$ cat src/rtl/uart_tx_arbiter.sv
// Round-robin front end that shares one UART transmitter among 2**ID_W byte requesters,
// with multi-byte message locking and a watchdog that frees a stalled grant.
module uart_tx_arbiter #(
    parameter int ID_W        = 2,
    parameter int DATA_BITS   = 8,
    parameter int TIMEOUT_CYC = 200000
) (
    input  logic                           sys_clk,
    input  logic                           Async_rst,
    input  logic [2**ID_W-1:0]             req,
    input  logic [2**ID_W*DATA_BITS-1:0]   req_data,
    input  logic [2**ID_W-1:0]             req_last,
    output logic [2**ID_W-1:0]             req_ack,
    output logic                           tx_start,
    output logic [DATA_BITS-1:0]           tx_din,
    input  logic                           tx_done_tick,
    output logic                           busy,
    output logic [ID_W-1:0]                owner,
    output logic                           timeout_err
);

    localparam int N_REQ = 2**ID_W;
    localparam bit WD_EN = (TIMEOUT_CYC > 0);
    localparam logic [23:0] WD_LAST = WD_EN ? 24'(TIMEOUT_CYC - 1) : 24'd0;

    typedef enum logic [1:0] {IDLE, SEND, WAIT, HOLD} state_t;

    state_t                 state;
    logic [ID_W-1:0]        ptr;
    logic                   last_q;
    logic [23:0]            wd_cnt;

    logic [DATA_BITS-1:0]   req_byte [N_REQ];
    logic [ID_W:0]          pick;
    logic [ID_W-1:0]        win;
    logic                   cap;
    logic                   done_ok;
    logic                   wd_fire;

    for (genvar g = 0; g < N_REQ; g++) begin : g_unpack
        assign req_byte[g] = req_data[g*DATA_BITS +: DATA_BITS];
    end

    // First set request at or after the start index, wrapping; MSB flags a hit.
    function automatic logic [ID_W:0] rr_pick(input logic [N_REQ-1:0] r,
                                              input logic [ID_W-1:0]  start);
        logic [ID_W:0]   res;
        logic [ID_W-1:0] idx;
        res = '0;
        for (int k = N_REQ - 1; k >= 0; k--) begin
            idx = start + k[ID_W-1:0];
            if (r[idx]) res = {1'b1, idx};
        end
        return res;
    endfunction

    assign pick = rr_pick(req, ptr);

    // While locked only the current owner may continue its message.
    always_comb begin
        win = owner;
        cap = 1'b0;
        case (state)
            IDLE: begin
                win = pick[ID_W-1:0];
                cap = pick[ID_W];
            end
            HOLD:    cap = req[owner];
            default: cap = 1'b0;
        endcase
    end

    // A done tick coinciding with our own start pulse belongs to an earlier frame.
    assign done_ok = (state == WAIT) && tx_done_tick && !tx_start;
    assign wd_fire = WD_EN && (wd_cnt == WD_LAST);
    assign busy    = (state != IDLE);

    always_ff @(posedge sys_clk or negedge Async_rst) begin
        if (!Async_rst) begin
            state       <= IDLE;
            ptr         <= '0;
            owner       <= '0;
            tx_din      <= '0;
            last_q      <= 1'b0;
            req_ack     <= '0;
            tx_start    <= 1'b0;
            timeout_err <= 1'b0;
            wd_cnt      <= '0;
        end else begin
            req_ack     <= '0;
            tx_start    <= 1'b0;
            timeout_err <= 1'b0;
            case (state)
                IDLE, HOLD: begin
                    if (cap) begin
                        owner        <= win;
                        tx_din       <= req_byte[win];
                        last_q       <= req_last[win];
                        req_ack      <= N_REQ'(1) << win;
                        state        <= SEND;
                    end else if (state == HOLD) begin
                        if (wd_fire) begin
                            timeout_err <= 1'b1;
                            ptr         <= owner + 1'b1;
                            state       <= IDLE;
                        end else begin
                            wd_cnt <= wd_cnt + 24'd1;
                        end
                    end
                end
                SEND: begin
                    tx_start <= 1'b1;
                    wd_cnt   <= '0;
                    state    <= WAIT;
                end
                WAIT: begin
                    if (done_ok) begin
                        wd_cnt <= '0;
                        if (last_q) begin
                            ptr   <= owner + 1'b1;
                            state <= IDLE;
                        end else begin
                            state <= HOLD;
                        end
                    end else if (wd_fire) begin
                        timeout_err <= 1'b1;
                        ptr         <= owner + 1'b1;
                        state       <= IDLE;
                    end else begin
                        wd_cnt <= wd_cnt + 24'd1;
                    end
                end
                default: state <= IDLE;
            endcase
        end
    end

endmodule

$ cat config.mk
export PLATFORM = sky130hd
export DESIGN_NAME = uart_tx_arbiter
export DESIGN_NICKNAME = d
export VERILOG_FILES = /design/src/rtl/uart_tx_arbiter.sv
export SDC_FILE = /design/constraint.sdc
export NUM_CORES = 1
export LEC_CHECK = 0
export CAP_MARGIN = 5
export CORE_ASPECT_RATIO = 1.2
export CORE_UTILIZATION = 51
export CTS_CLUSTER_DIAMETER = 40
export DETAILED_ROUTE_END_ITERATION = 12
export PLACE_DENSITY = 0.81
export SLEW_MARGIN = 20
export SYNTH_ARGS = -nofsm -noshare
export SYNTH_HDL_FRONTEND = slang
export SYNTH_SLANG_ARGS = --single-unit
export TNS_END_PERCENT = 5
$ cat constraint.sdc
create_clock -name sys_clk -period 2.3 [get_ports sys_clk]
set_input_delay 0.46 -clock sys_clk [delete_from_list [all_inputs] [get_ports sys_clk]]
set_output_delay 0.46 -clock sys_clk [all_outputs]
set_load 0.01 [all_outputs]
### Word level (Yosys, flattened, before mapping)

Index checks and enable logic that the tools add are counted.

| storage, ports and cells | value |
|---|---|
| output and inout bits | 17 |
| latch bits | 0 |
| ROM bits | 0 |
| memories kept | 0 |
| word-level logic and storage cells | 87 |
| bits in registers | 45 |
| bits in writable memories | 0 |
| input bits | 43 |

| cells by class | value |
|---|---|
| add/sub/neg operators | 5 |
| div/mod/pow operators | 0 |
| reductions and logical operators | 10 |
| shifts and indexed selects | 1 |
| mux-type cells | 46 |
| magnitude comparators | 7 |
| bitwise logic cells | 1 |
| equal/unequal tests | 8 |
| $mul | 0 |

Operators with widths:

| operator | count |
|---|---|
| 24-bit 2-to-1 mux | 4 |
| 24-bit case mux with 3 select lines | 1 |
| 24-bit by 1-bit adder with 24-bit output, second input constant | 1 |
| 24-bit by 18-bit equality test with 1-bit output, second input constant | 1 |
| 2-bit 2-to-1 mux | 11 |
| 2-bit by 3-bit less-than comparator with 1-bit output, second input constant | 6 |
| 8-bit binary-select mux with 2-bit select | 1 |
| 8-bit 2-to-1 mux | 2 |
| 1-bit binary-select mux with 2-bit select | 6 |
| 3-bit 2-to-1 mux | 4 |
| 1-bit 2-to-1 mux | 11 |
| 4-bit 2-to-1 mux | 2 |
| 3-bit inequality test, second input constant | 2 |
| 2-bit case mux with 3 select lines | 1 |
| 2-bit by 1-bit adder with 2-bit output, second input constant | 2 |
| 2-bit adder, second input constant | 2 |
| 2-bit equality test, second input constant | 2 |
| 2-bit inequality test, second input constant | 2 |
| 1-bit case mux with 2 select lines | 2 |
| 2-bit case mux with 2 select lines | 1 |
| 2-bit AND reduction | 2 |
| 4-bit AND reduction | 1 |
| 2-bit nonzero test | 2 |
| 1-bit by 2-bit << shifter with 4-bit output, first input constant | 1 |
| other kinds (7) | 8 |

### Logic depth before layout (Yosys ltp)

| logic depth | value |
|---|---|
| depth after elaboration | 12 |
| gate-level depth with buffers | 9 |
| mapped depth without buffers | 7 |

### Worst setup path before layout

OpenSTA, ideal clock, no wires.

| timing path | value |
|---|---|
| path type | register to register |
| start | register wd_cnt[0] |
| end | register state[0] |
| setup slack | 0.282 ns |
| stages on the path, launching flop included | 8 |
| library setup time | 0.126 ns |
| clock period less this slack | 2.018 ns |
| arrival time | 1.892 ns |
| required time | 2.174 ns |
| path buffers | 1 |
| path through | dfrtp_1 ha_1 nand3_2 or4_4 nor2_4 buf_6 o22ai_1 a221o_1 |

| on the way | value |
|---|---|
| cells in the longest elaborated chain, start to end | 5 |
| elaborated cells between the ends (all ways) | 6 |
| those cells by class | 1 x eq/ne; 5 x mux |

Ends and longest elaborated chain:

| what | line | source |
|---|---|---|
| start, declared | 31 | `logic [23:0] wd_cnt;` |
| start signal, assigned | 107 | `wd_cnt <= wd_cnt + 24'd1;` |
| start signal, assigned | 130 | `wd_cnt <= wd_cnt + 24'd1;` |
| 24-bit by 18-bit equality test with 1-bit output * | 75 | `assign wd_fire = WD_EN && (wd_cnt == WD_LAST);` |
| 2-bit 2-to-1 mux * | n/a |  |
| 2-bit 2-to-1 mux (2 in series) | n/a |  |
| 2-bit case mux with 3 select lines * | n/a |  |
| end signal, assigned | 80 | `state <= IDLE;` |
| end signal, assigned | 100 | `state <= SEND;` |
| end signal, assigned | 105 | `state <= IDLE;` |
| end, declared | 28 | `state_t state;` |

Every way passes the cells marked *; elsewhere a longest branch is shown, timed or not. The select of a mux whose other input is x is not followed.
A chain may end at the register's enable or synchronous reset.

### Worst setup path in the final report

| timing path | value |
|---|---|
| start | input req[3] |
| end | register wd_cnt[14] |

| on the way | value |
|---|---|
| cells in the longest elaborated chain, start to end | 9 |
| elaborated cells between the ends (all ways) | 17 |
| those cells by class | 1 x eq/ne; 15 x mux; 1 x reduce/logical |

Ends and longest elaborated chain:

| what | line | source |
|---|---|---|
| start, declared | 10 | `input logic [2**ID_W-1:0] req,` |
| 1-bit binary-select mux with 2-bit select | 52 | `if (r[idx]) res = {1'b1, idx};` |
| 1-bit 2-to-1 mux (not written as such) | 52 |  |
| 3-bit 2-to-1 mux (4 in series) | 52 |  |
| 1-bit case mux with 2 select lines * | 63 | `case (state)` |
| 2-bit inequality test (no line) * | n/a |  |
| 2-bit AND reduction (no line) * | n/a |  |

Marked as above.

==> metrics.md <==
| Metric | Value |
|---|---|
| Row count | 28 |
| Highest clock rate | ~0.45 GHz |
| Final core occ | 0.737 |
| Layout cells sized above 1 | 0.158 |
| Asr flop ratio synth | 1.00 |
| Worst Setup End Kind | flip-flop |
| Crit start category | primary input |
| Die X | ~68 um |
| Mapped cell area | about 2700 sq um |
| Worst path required time | between 2000 and 3000 ps |
| Slowest stage cell on the critical path | mux4_2 |
| CTS tree | done |
| CTS Buffer Depth | 2 |
| Syn avg cell area | roughly 9.6 sq um |
| Post-route cell area | 3660 sq um |
| Worst relative slew slack | 0.618 |
| Synth Net Count | 326 |
| # hold bufs at CTS | 0 |
| Largest cells by area after synthesis | dfrtp_1 (42%), mux2i_1 (8.3%), a21oi_1 (4.1%), nand2_1 (4.1%), o221ai_1 (3.3%) |
| Flop pwr share | 0.284 |
| CP arrival | about 2400 ps |
| Max FO, Critical Path | 6 |
| Top Family by Delay on Critical Path | buffers and inverters |
| Area leader, netlist | dfrtp_1 |
| Ys flop type | dfrtp_1 |
| CTS H-tree lvls | 2 |
| GP Congestion | about 0.89 |
| Mapped Cells | around 280 |
| Total CTS buffers | 5 |
| Max-Cap Viols | 0 |
| Final critical-path share of the clock period | 0.957 |
| Hold violation count in the final report | 0 |
| Psw | 1.56 mW |
| Least-Margin Pin Slew | between 500 and 600 ps |
| Share of the synthesized area in the top cell type | 0.422 |
| Drt pass-1 iters | 4 |
| Vias | ~2.5k |
| Leakage power | approximately 1.6 nW |
| RSZ-0062 raised after global routing | no |
| Internal | 2.36 mW |
| Vias in the first global route | around 2.5k |
| Synth warn | 0 |
| Status | complete, no violations |
| Initial Util | 0.536 |
| Setup Crit Path Kind | primary input to flip-flop |
| Placed instance area | approximately 3600 sq um |
| Total length of routed wires | 6620 um |
| Crit path time final | about 2200 ps |
| CORE AREA | around 5000 sq um |
| Power per cell area | 1070 nW/um^2 |
| Switch share | 0.398 |
| GRT overflow | 0 |
| Clock skew | approximately 10 ps |
| Die span in y | around 80 um |
| Critical Path Stages | 8 |
| Clk pwr share | 0.129 |
| Sequential share of the synthesized area | 0.422 |
| Wire per inst | 15.5 um |
| Sink Count | between 40 and 50 |
| Max-slew violation count | 0 |
| Detailed Place HPWL | just under 5000 um |
| Setup_tns | 0 ps |
| I/O pins | 60 |
| Setup violations, final | 0 |
| Antenna violations before repair | 0 |
| Clk_lat worst skew | 300 ps |
| Final nets | approximately 420 |
| CP cell instances | clkdlybuf4s50_1, mux4_2, nand2_2, buf_4, nand3_2, buf_4, or3_1, a21oi_1 |
| Starting DRT DRC Count | roughly 150 |
| Full die area | approximately 5500 sq um |
| Post-Layout Cell Count | 427 |
| Hold Crit Class | primary input to asynchronous set/reset pin |
| WP buf/inv | 3 |
| Worst VDD drop | roughly 0.63 mV |
| Layout area overhead | 37.3% |
| Most common cell on crit path | buf_4 |
| DP Cell Count | approximately 420 |
| Largest net degree at the start of global routing | 25 |
| N_diodes | 0 |
| Synth Register Bits | 45 |
| Post-synth EDFFs | 0 |
| Antenna-violating nets left | 0 |
| Worst Reg-to-Reg Cells | 6 |
| Worst path max stage delay | 510 ps |
| DRC viols | 0 |
| Clock Pin Slew Worst Setup and Hold Paths | ~90 ps |
| Commonest cells post-synth | dfrtp_1 (45), nand2_1 (29), a21oi_1 (22), mux2i_1 (22), nor2_1 (14) |
| Root buf cell | clkbuf_8 |
| I/O Buffers | a little under 60 |
| Top-count cell post-synth | dfrtp_1 |
| First-pass GRT wire length | ~11000 um |
| GRT Util Overall | 0.260 |
| Combinational power share | 0.587 |
| Yosys cell types | a little over 50 |
| Drt via density | slightly below 6 |
-- metal layers --
metal | global-route usage | vias up | wire [um]
met5 | 0 | - | 0
met4 | 0.125 | 0 | 161
li1 | - | 1212 | -
met1 | 0.288 | 1173 | 2790
met2 | 0.452 | 105 | 3320
met3 | 0.0674 | 15 | 349
-- sequential cells by signal (all words and copies together) (netlist names) --
| register | cells |
|---|---|
| wd_cnt | 24 |
| tx_din | 8 |
| req_ack | 4 |
| owner | 2 |
| ptr | 2 |
| state | 2 |
| last_q | 1 |
| timeout_err | 1 |
| tx_start | 1 |
-- path summary, 6_finish.rpt --
path | from | end | slack (ps)
min in group sys_clk | tx_din[4]$_DFFE_PN0P_ | tx_din[4]$_DFFE_PN0P_ | 500
max in group asynchronous | Async_rst | wd_cnt[17]$_DFFE_PN0P_ | 1630
hold reg to reg | tx_din[4]$_DFFE_PN0P_ | tx_din[4]$_DFFE_PN0P_ | 500
setup / recovery | req[3] | wd_cnt[14]$_DFFE_PN0P_ | 100
setup reg to reg | wd_cnt[0]$_DFFE_PN0P_ | ptr[1]$_DFFE_PN0P_ | 140
hold / removal | Async_rst | wd_cnt[3]$_DFFE_PN0P_ | 140
-- placed cells by master (no fill, tap or decap), drive strengths merged, types with 2 or more instances in the layout --
cell type	Yosys	routed
mux2i	22	22
nand3	14	14
and3	5	5
a211oi	2	2
and2	2	2
xor2	7	7
nand2	31	31
ha	5	5
o221ai	10	10
or4	9	9
o21ai	12	12
dfrtp	45	45
nor2b	2	2
nand2b	4	4
nor2	15	15
nor4	3	3
a21o	2	2
nand4b	2	2
buf	7	34
nand3b	2	2
dlymetal6s2s	0	2
clkdlybuf4s50	0	56
inv	9	9
nand4	7	7
or3	7	7
clkbuf	3	7
a21oi	22	22
nor3	8	8
o31ai	9	9
-- area by class of cell --
cell class	count	area, sq um
clock buffer	7	86.3
fill	368	1310
inverter	9	33.8
multi-input combinational	214	1460
sequential	45	1130
tap	60	75.1
timing repair buffer	92	888
-- repair_timing --
action / CTS / global route
setup endpoints to repair: 0 / 12
setup buffers: 0 / 1
resized for setup: 0 / 5
-- per-stage QoR --
| stage | total power [mW] | hold slack [ps] | setup slack [ps] |
|---|---|---|---|
| after global placement | 3.30 | 469 | -204 |
| after global routing | 4.17 | 184 | 20.4 |
| after detailed placement | 3.36 | 476 | -316 |
| after CTS | 3.88 | 159 | 1.96 |
| after floorplan | 2.39 | 164 | 282 |
| final | 3.91 | 143 | 99.6 |
-- power groups by stage --
stage	logic (mW)	registers, mW	clock network (mW)
5_1_grt	2.48	1.14	0.553
3_5_place_dp	2.24	1.12	0
6_report	2.30	1.11	0.504
4_1_cts	2.25	1.11	0.512
2_1_floorplan	1.24	1.15	0
3_3_place_gp	2.18	1.11	0
-- worst reg2reg max path, cell delays in order (launching register included) --
cell     delay (ps)
dfrtp_1         400
ha_1            210
nand3_2          90
or4_4           560
o31ai_1         320
o21ai_1         150
mux2_1          320
-- kinds of logic (layout without fill, tap and decap cells) --
family,after synthesis,in the layout,share of synthesized area
simple gates,115,115,0.243
compound gates,63,63,0.155
flops,45,45,0.422
mux,24,24,0.0952
buf+inv,19,108,0.0384
xor+xnor,7,7,0.0230
fa+ha+maj,5,5,0.0234
Note: power is estimated with default switching activity, not from simulation.
==> variant: new RTL, same settings <==
Encoding of `state_t`: now Gray code (2 bits for 4 states).
--- a/src/rtl/uart_tx_arbiter.sv
+++ b/src/rtl/uart_tx_arbiter.sv
@@ -23,7 +23,7 @@
     localparam bit WD_EN = (TIMEOUT_CYC > 0);
     localparam logic [23:0] WD_LAST = WD_EN ? 24'(TIMEOUT_CYC - 1) : 24'd0;
 
-    typedef enum logic [1:0] {IDLE, SEND, WAIT, HOLD} state_t;
+    typedef enum logic [1:0] {IDLE = 2'b00, SEND = 2'b01, WAIT = 2'b11, HOLD = 2'b10} state_t;
 
     state_t                 state;
     logic [ID_W-1:0]        ptr;
Check against the original RTL: same outputs for any inputs over 10 cycles, from zero or initial values and one cycle with Async_rst low; not proved beyond that.
==> variant against the unedited design <==
- first-iteration DRC count is 11% lower
- final cell count decreased by 4.7%
- routed wire length shrank 1.9%
- global-route usage increased by 0.69 points
- power is 11% lower
- worst setup slack worse by 0.025 ns
- core utilization grew 0.70 points
- clock skew down 0.0026 ns
- non-clock buffer count down 3
- cell area is 5.4% lower
- sequential cell count unchanged
- register-to-register slack got worse by 0.07 ns
- critical path type is now reg2reg
- area after synthesis fell by 5.8%
- largest power group unchanged
==> variant: results (changes against the unedited design) <==
Placed design
  – Pre-CTS setup slack: -0.2911 ns (was -0.3165 ns)
  – Placed Cells: 397 (was 419)
  – Placed Area: 0.003356 mm^2 (was 0.003556 mm^2)
  – IO buf count: 59 (unchanged)
  – Detail Placement HPWL: 4.797 mm (was 4.854 mm)
  – Gpl congestion: 0.8902 (was 0.8869)

Finish
  – Biggest regs: wd_cnt x24, tx_din x8, req_ack x4 (unchanged)
  – ANT cells: 0 (unchanged)
  – Final nets: 392 (was 415)
  – Fraction of layout cells with a size suffix above 1: 0.1375 (was 0.1580)
  – Final Instance Count excl. Fillers: 407 (was 427)

Global route
  – GRT Overall Usage: 0.2671 (was 0.2603)
  – First-pass GRT wire length: 10.74 mm (was 10.77 mm)
  – Vias in the first global route: 2,387 (was 2,490)
  – Largest net degree at the start of global routing: 26 (was 25)

Route
  – First-pass detailed-route iteration total: 4 (unchanged)
  – Initial DRC Count: 136 (was 153)
  – Routed WL: 6.492 mm (was 6.621 mm)
  – Vias per cell: 5.973 (was 5.867)

Clock tree
  – TritonCTS Buffers: 5 (unchanged)
  – Clock tree buffer depth: 2 (unchanged)
  – Clk root buf: clkbuf_8 (unchanged)
  – Worst-skew pair later-pin latency: 0.30 ns (about the same)

Setup path
  – Critical R2R Capture: wd_cnt[8] (was ptr[1])
  – Crit path capture: wd_cnt[8] (was wd_cnt[14])
  – Top delay family on crit path: multiplexers (was buffers and inverters)
  – CP startpoint: owner[1] (was req[3])
  – Max incr delay on CP: 0.57 ns (was 0.51 ns)
  – Worst EP arrival: 2.45 ns (was 2.42 ns)

STA
  – Hold_ws: 0.1492 ns (was 0.1428 ns)
  – Worst setup margin: 0.07433 ns (was 0.09962 ns)
  – Worst Clk Skew: 0.007553 ns (was 0.01012 ns)
  – Fin Setup TNS: 0 ns (unchanged)
  – Relative slew margins: 0.4649 (was 0.6176)

Power and ir drop
  – Max VDD drop: 1006 uV (was 632.9 uV)
  – Switching Power: 1.323 mW (was 1.556 mW)
  – Leak: 1.512 nW (was 1.579 nW)

Logic synthesis
  – Post-synth top flop: dfrtp_1 (unchanged)
  – Top cells by count, synth: dfrtp_1 (45), nor2_1 (26), nand2_1 (21) (was dfrtp_1 (45), nand2_1 (29), a21oi_1 (22), mux2i_1 (22), nor2_1 (14))
  – Top post-synthesis cells by area: dfrtp_1 (45%), mux2i_1 (8.0%), a21oi_1 (4.0%) (was dfrtp_1 (42%), mux2i_1 (8.3%), a21oi_1 (4.1%))
  – Async S/R FF share, synth: 1.000 (unchanged)
  – Synth Area in XOR/XNOR: 0.02439 (was 0.02297)
  – Mux cell area share after synthesis: 0.09756 (was 0.09517)
  – Cells after Synth: 263 (was 278)
  – Synthesis Warnings: 0 (unchanged)
  – Post-synthesis adder-cell area fraction: 0.004978 (was 0.02344)
  – Syn_nets: 307 (was 326)
  – Seq/Total Area, Yosys: 0.4480 (was 0.4219)
  – Count of different cell masters after synthesis: 47 (was 51)
  – Synth Area in Compound Gates: 0.1802 (was 0.1552)

Flow run
  – Max cap viols: 0 (unchanged)

Status
  – Outcome: complete, no violations (unchanged)
variant: what timing repair did:
action	4_1_cts	5_1_grt
resized for setup	0	7
buffers inserted	0	2
endpoints found under the setup margin	0	15
hold endpoints to repair	0	0
variant: area by class of cell:
cell class / instances / area [um^2]
multi-input cells: 200 / 1310
fillers: 363 / 1195
flip-flops and latches: 45 / 1126
repair buffers: 89 / 849.6
clock buffers: 6 / 72.57
well taps: 58 / 72.57
inverters: 7 / 26.28
clock inverters: 2 / 10.01
variant: metal layers:
layer,GRT usage,up-vias,part of all wire
li1,-,1147,-
met1,0.3105,1159,0.39
met2,0.4612,104,0.51
met3,0.06753,21,0.067
met4,0.1085,0,0.029
met5,0,-,0
variant: power by group through the flow:
stage               Combinational (mW)  Clock [mW]  Sequential (mW)
detailed placement                1.85           0             1.14
CTS                               1.86       0.490             1.12
global route                      2.02       0.530             1.15
finish                            1.87       0.487             1.12
floorplan                         1.01           0             1.16
global placement                  1.80           0             1.12
